===== src/rtl/seq_chunk_addsub.sv =====
// rtl/seq_chunk_addsub.sv - chunk-serial add/sub with registered carry (optional saturation: ADDSUB_SAT_EN)
module seq_chunk_addsub #(
    parameter int WIDTH = 8,
    parameter int CHUNK = 4
) (
    input  logic             clk,
    input  logic             rst,
    input  logic             Start,
    input  logic             Sub,
    input  logic [WIDTH-1:0] A,
    input  logic [WIDTH-1:0] B,
    input  logic             Cin,
    output logic             Busy,
    output logic             Done,
    output logic [WIDTH-1:0] S,
    output logic             Cout,
    output logic             V,
    output logic             Z
);

    localparam int NCH = WIDTH / CHUNK;
    localparam int CW  = $clog2(NCH + 1);

    typedef enum logic {
        IDLE = 1'b0,
        RUN  = 1'b1
    } state_t;

    state_t           state;
    state_t           next_state;
    logic [WIDTH-1:0] a_reg;
    logic [WIDTH-1:0] b_reg;
    logic [WIDTH-1:0] res;
    logic             carry;
    logic [CW-1:0]    cnt;
    logic             last;
    logic             accept;
    logic [CHUNK:0]   slice;
    logic             c_msb;
    logic             ovf;
    logic [WIDTH-1:0] res_next;
    logic [WIDTH-1:0] s_final;
`ifdef ADDSUB_SAT_EN
    logic             a_msb;
`endif

    assign last   = (cnt == CW'(NCH - 1));
    assign accept = (state == IDLE) && Start;

    // State register
    always_ff @(posedge clk) begin
        if (rst) begin
            state <= IDLE;
        end else begin
            state <= next_state;
        end
    end

    // Next-state and Busy decode
    always_comb begin
        next_state = state;
        Busy       = 1'b0;
        case (state)
            IDLE: begin
                if (Start) begin
                    next_state = RUN;
                end
            end
            RUN: begin
                Busy = 1'b1;
                if (last) begin
                    next_state = IDLE;
                end
            end
            default: next_state = IDLE;
        endcase
    end

    // One ripple slice over the low chunk; carry into the chunk MSB recovered from sum^a^b
    always_comb begin
        slice    = {1'b0, a_reg[CHUNK-1:0]} + {1'b0, b_reg[CHUNK-1:0]} + {{CHUNK{1'b0}}, carry};
        c_msb    = a_reg[CHUNK-1] ^ b_reg[CHUNK-1] ^ slice[CHUNK-1];
        ovf      = c_msb ^ slice[CHUNK];
        res_next = (res >> CHUNK) | (WIDTH'(slice[CHUNK-1:0]) << (WIDTH - CHUNK));
`ifdef ADDSUB_SAT_EN
        if (ovf) begin
            s_final = a_msb ? {1'b1, {(WIDTH-1){1'b0}}} : {1'b0, {(WIDTH-1){1'b1}}};
        end else begin
            s_final = res_next;
        end
`else
        s_final = res_next;
`endif
    end

    // Operand latch, chunk shifting, and result/flag registration on the final chunk
    always_ff @(posedge clk) begin
        if (rst) begin
            a_reg <= '0;
            b_reg <= '0;
            res   <= '0;
            carry <= 1'b0;
            cnt   <= '0;
            Done  <= 1'b0;
            S     <= '0;
            Cout  <= 1'b0;
            V     <= 1'b0;
            Z     <= 1'b0;
`ifdef ADDSUB_SAT_EN
            a_msb <= 1'b0;
`endif
        end else begin
            Done <= 1'b0;
            if (accept) begin
                a_reg <= A;
                b_reg <= B ^ {WIDTH{Sub}};
                carry <= Sub ? 1'b1 : Cin;
                cnt   <= '0;
                res   <= '0;
`ifdef ADDSUB_SAT_EN
                a_msb <= A[WIDTH-1];
`endif
            end else if (state == RUN) begin
                a_reg <= a_reg >> CHUNK;
                b_reg <= b_reg >> CHUNK;
                carry <= slice[CHUNK];
                cnt   <= cnt + 1'b1;
                res   <= res_next;
                if (last) begin
                    S    <= s_final;
                    Cout <= slice[CHUNK];
                    V    <= ovf;
                    Z    <= (s_final == '0);
                    Done <= 1'b1;
                end
            end
        end
    end

endmodule

===== config.mk =====
export PLATFORM = sky130hd
export DESIGN_NAME = seq_chunk_addsub
export DESIGN_NICKNAME = d
export VERILOG_FILES = /design/src/rtl/seq_chunk_addsub.sv
export SDC_FILE = /design/constraint.sdc
export NUM_CORES = 1
export LEC_CHECK = 0
export CAP_MARGIN = 10
export CORE_MARGIN = 4
export CORE_UTILIZATION = 50
export DETAILED_ROUTE_END_ITERATION = 12
export PLACE_DENSITY_LB_ADDON = 0.3
export RECOVER_POWER = 50
export SETUP_SLACK_MARGIN = 0.3
export SLEW_MARGIN = 20
export SYNTH_ARGS = -nofsm -noshare
export SYNTH_HDL_FRONTEND = slang
export SYNTH_SLANG_ARGS = --single-unit

===== constraint.sdc =====
create_clock -name clk -period 2.3 [get_ports clk]
set_input_delay 0.69 -clock clk [delete_from_list [all_inputs] [get_ports clk]]
set_output_delay 0.69 -clock clk [all_outputs]
set_load 0.02 [all_outputs]

==> key figures <==
Status
  • Status: finished clean

GRT
  • Gr ovfl total: 0
  • GR Layer Usage met2: 28.87%
  • Total global-route track usage: 16.61%
  • Initial antenna violation count: 0
  • Largest net degree at the start of global routing: 34
  • GR peak layer: met2
  • Grt met3 use: 5.893%
  • Vias in the first global route: 1,245
  • Global-route wire length before repair: 5.326 mm
  • Met1 usage: 17.98%

Clock tree
  • CTS tree: yes
  • Cts bufs inserted: 5
  • Clock buffer depth: 2
  • Post-CTS Setup Repair Bufs: 0
  • Later-pin clock latency in the skew report: 0.34 ns
  • CTS Root Cell: clkbuf_4
  • CTS Sinks: 36
  • Clk slew on worst S/H paths: 0.09 ns
  • H-tree Lvls: 2

Routing
  • Drt initial violations: 48
  • Drt pass-1 iters: 4
  • DR WL/cell: 12.15 µm
  • DRT Wirelength: 3.146 mm
  • Antenna Violating Nets Remaining: 0
  • Via density: 5.097
  • Remaining routing DRC violations: 0
  • Via count: 1,320

Flow run
  • Max-cap violations: 0

Power
  • Max IR drop VDD: 0.3599 mV
  • Clock power frac: 27.5%
  • Switching Fraction: 26.06%
  • Leakage: 0.9238 nW
  • Tot Pwr: 1.239 mW
  • Combinational share of power: 18.0%
  • PwrDens: 606.3 nW/µm²
  • Switching power: 323.0 µW
  • Seq pwr share: 54.5%
  • Int Pwr: 916.5 µW

Critical path
  • Critical path's slowest cell: clkbuf_2
  • Buf+Inv Stages, Crit Path: 2
  • Crit-path most repeated cell: nor2_1
  • CP top delay family: buffers and inverters
  • Crit end category: register
  • Required time of the critical path: 2.57 ns
  • Worst path cell trace: clkdlybuf4s50_1 -> clkbuf_2 -> nor2_1 -> a211oi_1 -> a21oi_1 -> nor2_1
  • Kind of critical path: input port to register
  • Crit path DAT: 2.29 ns
  • Slowest stage delay, CP: 0.56 ns
  • Crit path max fanout: 32
  • CP Launch Type: input port

Layout
  • Share of layout cells above drive strength 1: 9.302%
  • Number of nets in the layout: 241
  • Post-route cell area: 2044 µm²
  • Ant diodes: 0
  • Area grow syn2layout: 27.66%
  • Finished Core Util: 66.97%

Floorplanning
  • Io pins: 34
  • Die Ht: 64.60 µm
  • Initial Util: 52.46%
  • Die Wd: 64.60 µm
  • Die area: 4173 µm²
  • Row count: 20
  • Core ar.: 3053 µm²

Synth
  • Synth Flop Type: dfxtp_1
  • Cell variety after synth: 32
  • Post-synthesis register bit count: 36
  • Yosys warns: 0
  • Sequential fraction of the synthesis area: 45.00%
  • Syn nets: 208
  • EDFF count, synth: 0
  • Post-Syn Area: 1602 µm²
  • Syn avg cell area: 8.848 µm²
  • Fraction of registers with async set/reset: 0%
  • Cells after Synth: 181

Timing
  • Slew HR: 48.84%
  • Fin Hold WS: 0.4585 ns
  • RSZ-0062 raised after global routing: yes
  • Max-slew violation count: 0
  • Slew of the pin with the lowest slew margin: 0.7674 ns
  • Final period util: 87.60%
  • Maximum clock rate: 0.4963 GHz
  • Final hold vios: 0
  • Count of final setup violators: 0
  • Fin Setup TNS: 0 ns
  • Tmin final: 2.015 ns
  • Skew final: 0.004109 ns

Min path
  • Hold Path Class: register to register

Placement
  • Post-DP Area: 1988 µm²
  • Port bufs: 33
  • Dpl hpwl: 2.238 mm
  • Final Wtd Congestion: 0.8887
-- kinds of logic (layout without fill, tap and decap cells) --
group | Yosys count | after routing | synth area share [%]
simple gates | 70 | 70 | 20.31
xor+xnor | 10 | 10 | 5.469
fa+ha+maj | 6 | 6 | 5.625
compound gates | 37 | 37 | 14.69
buf+inv | 13 | 47 | 3.281
flops | 36 | 36 | 45.00
mux | 9 | 9 | 5.625
-- metrics by stage --
step	cells	worst slack, ns
finish	259	0.2852
floorplan	181	0.3567
global route	259	0.1979
CTS	259	0.3025
global placement	251	0.2864
detailed placement	251	0.2181
-- worst reg2reg max path, stage by stage (launching register included) --
cell      delay, ns
dfxtp_1        0.34
fa_1           0.46
fa_2           0.37
a21o_2         0.24
a21oi_4        0.18
xnor2_1        0.08
a211oi_1       0.22
-- area by class of cell --
class,instances,area (µm²)
inverter,1,3.754
tap,44,55.05
fill,268,1008
timing repair buffer,38,364.1
clock buffer,8,58.81
multi-input combinational,132,842.1
sequential,36,720.7
-- cells in the mapped netlist (2+ instances only) --
cell type   n  area [µm²]
mux2i_1     9       90.09
buf_1       3       11.26
nor2_1     38       142.6
ha_1        4       50.05
a21o_2      2       17.52
a211oi_1   10       75.07
a21oi_1    20       100.1
nand2_1    14       52.55
clkbuf_1    6       22.52
xnor2_1     9       78.83
nor4_1      2       12.51
buf_2       3       15.01
nand2b_1    2       12.51
fa_1        2       40.04
nor3_1      2       10.01
dfxtp_1    36       720.7
nor3b_1     4       30.03
-- power groups by stage --
stage / combinational, mW / sequential, mW / clock, mW
final: 0.223 / 0.675 / 0.341
after global routing: 0.247 / 0.679 / 0.384
after CTS: 0.228 / 0.675 / 0.355
after detailed placement: 0.225 / 0.690 / 0
after global placement: 0.221 / 0.687 / 0
after floorplan: 0.140 / 0.693 / 0
-- metal layers --
metal / vias to the layer above / wire length (µm)
li1: 682 / -
met1: 601 / 1336
met2: 30 / 1574
met3: 7 / 174
met4: 0 / 61
met5: - / 0
-- final timing paths --
check,start,to,slack [ns],cells past startpoint
min,S[0]$_SDFFE_PP0P_,S[0]$_SDFFE_PP0P_,0.46,2
max,Start,b_reg[3]$_SDFFE_PP0P_,0.29,6
min reg2reg,S[0]$_SDFFE_PP0P_,S[0]$_SDFFE_PP0P_,0.46,2
max reg2reg,a_reg[0]$_SDFFE_PP0P_,V$_SDFFE_PP0P_,0.32,6
-- what timing repair did --
action,CTS,global route
setup endpoints to repair,4,10
hold buffers,0,0
endpoints found under the hold margin,0,0
gates cloned,0,0
gates resized for setup,4,10
-- cell usage in the layout (no fill, tap or decap), types with 2 or more instances in the layout --
| master | count |
|---|---|
| nor3b_1 | 4 |
| xnor2_1 | 9 |
| clkbuf_4 | 5 |
| buf_4 | 3 |
| clkdlybuf4s50_1 | 21 |
| a211oi_1 | 10 |
| dlygate4sd2_1 | 2 |
| nor2_1 | 38 |
| mux2i_1 | 9 |
| nand2b_1 | 2 |
| nand2_1 | 14 |
| nor3_1 | 2 |
| nor4_1 | 2 |
| a21oi_1 | 19 |
| ha_1 | 4 |
| clkbuf_1 | 5 |
| dfxtp_1 | 36 |
| dlymetal6s2s_1 | 7 |
| a21o_2 | 2 |
(Power assumes the default switching activity.)
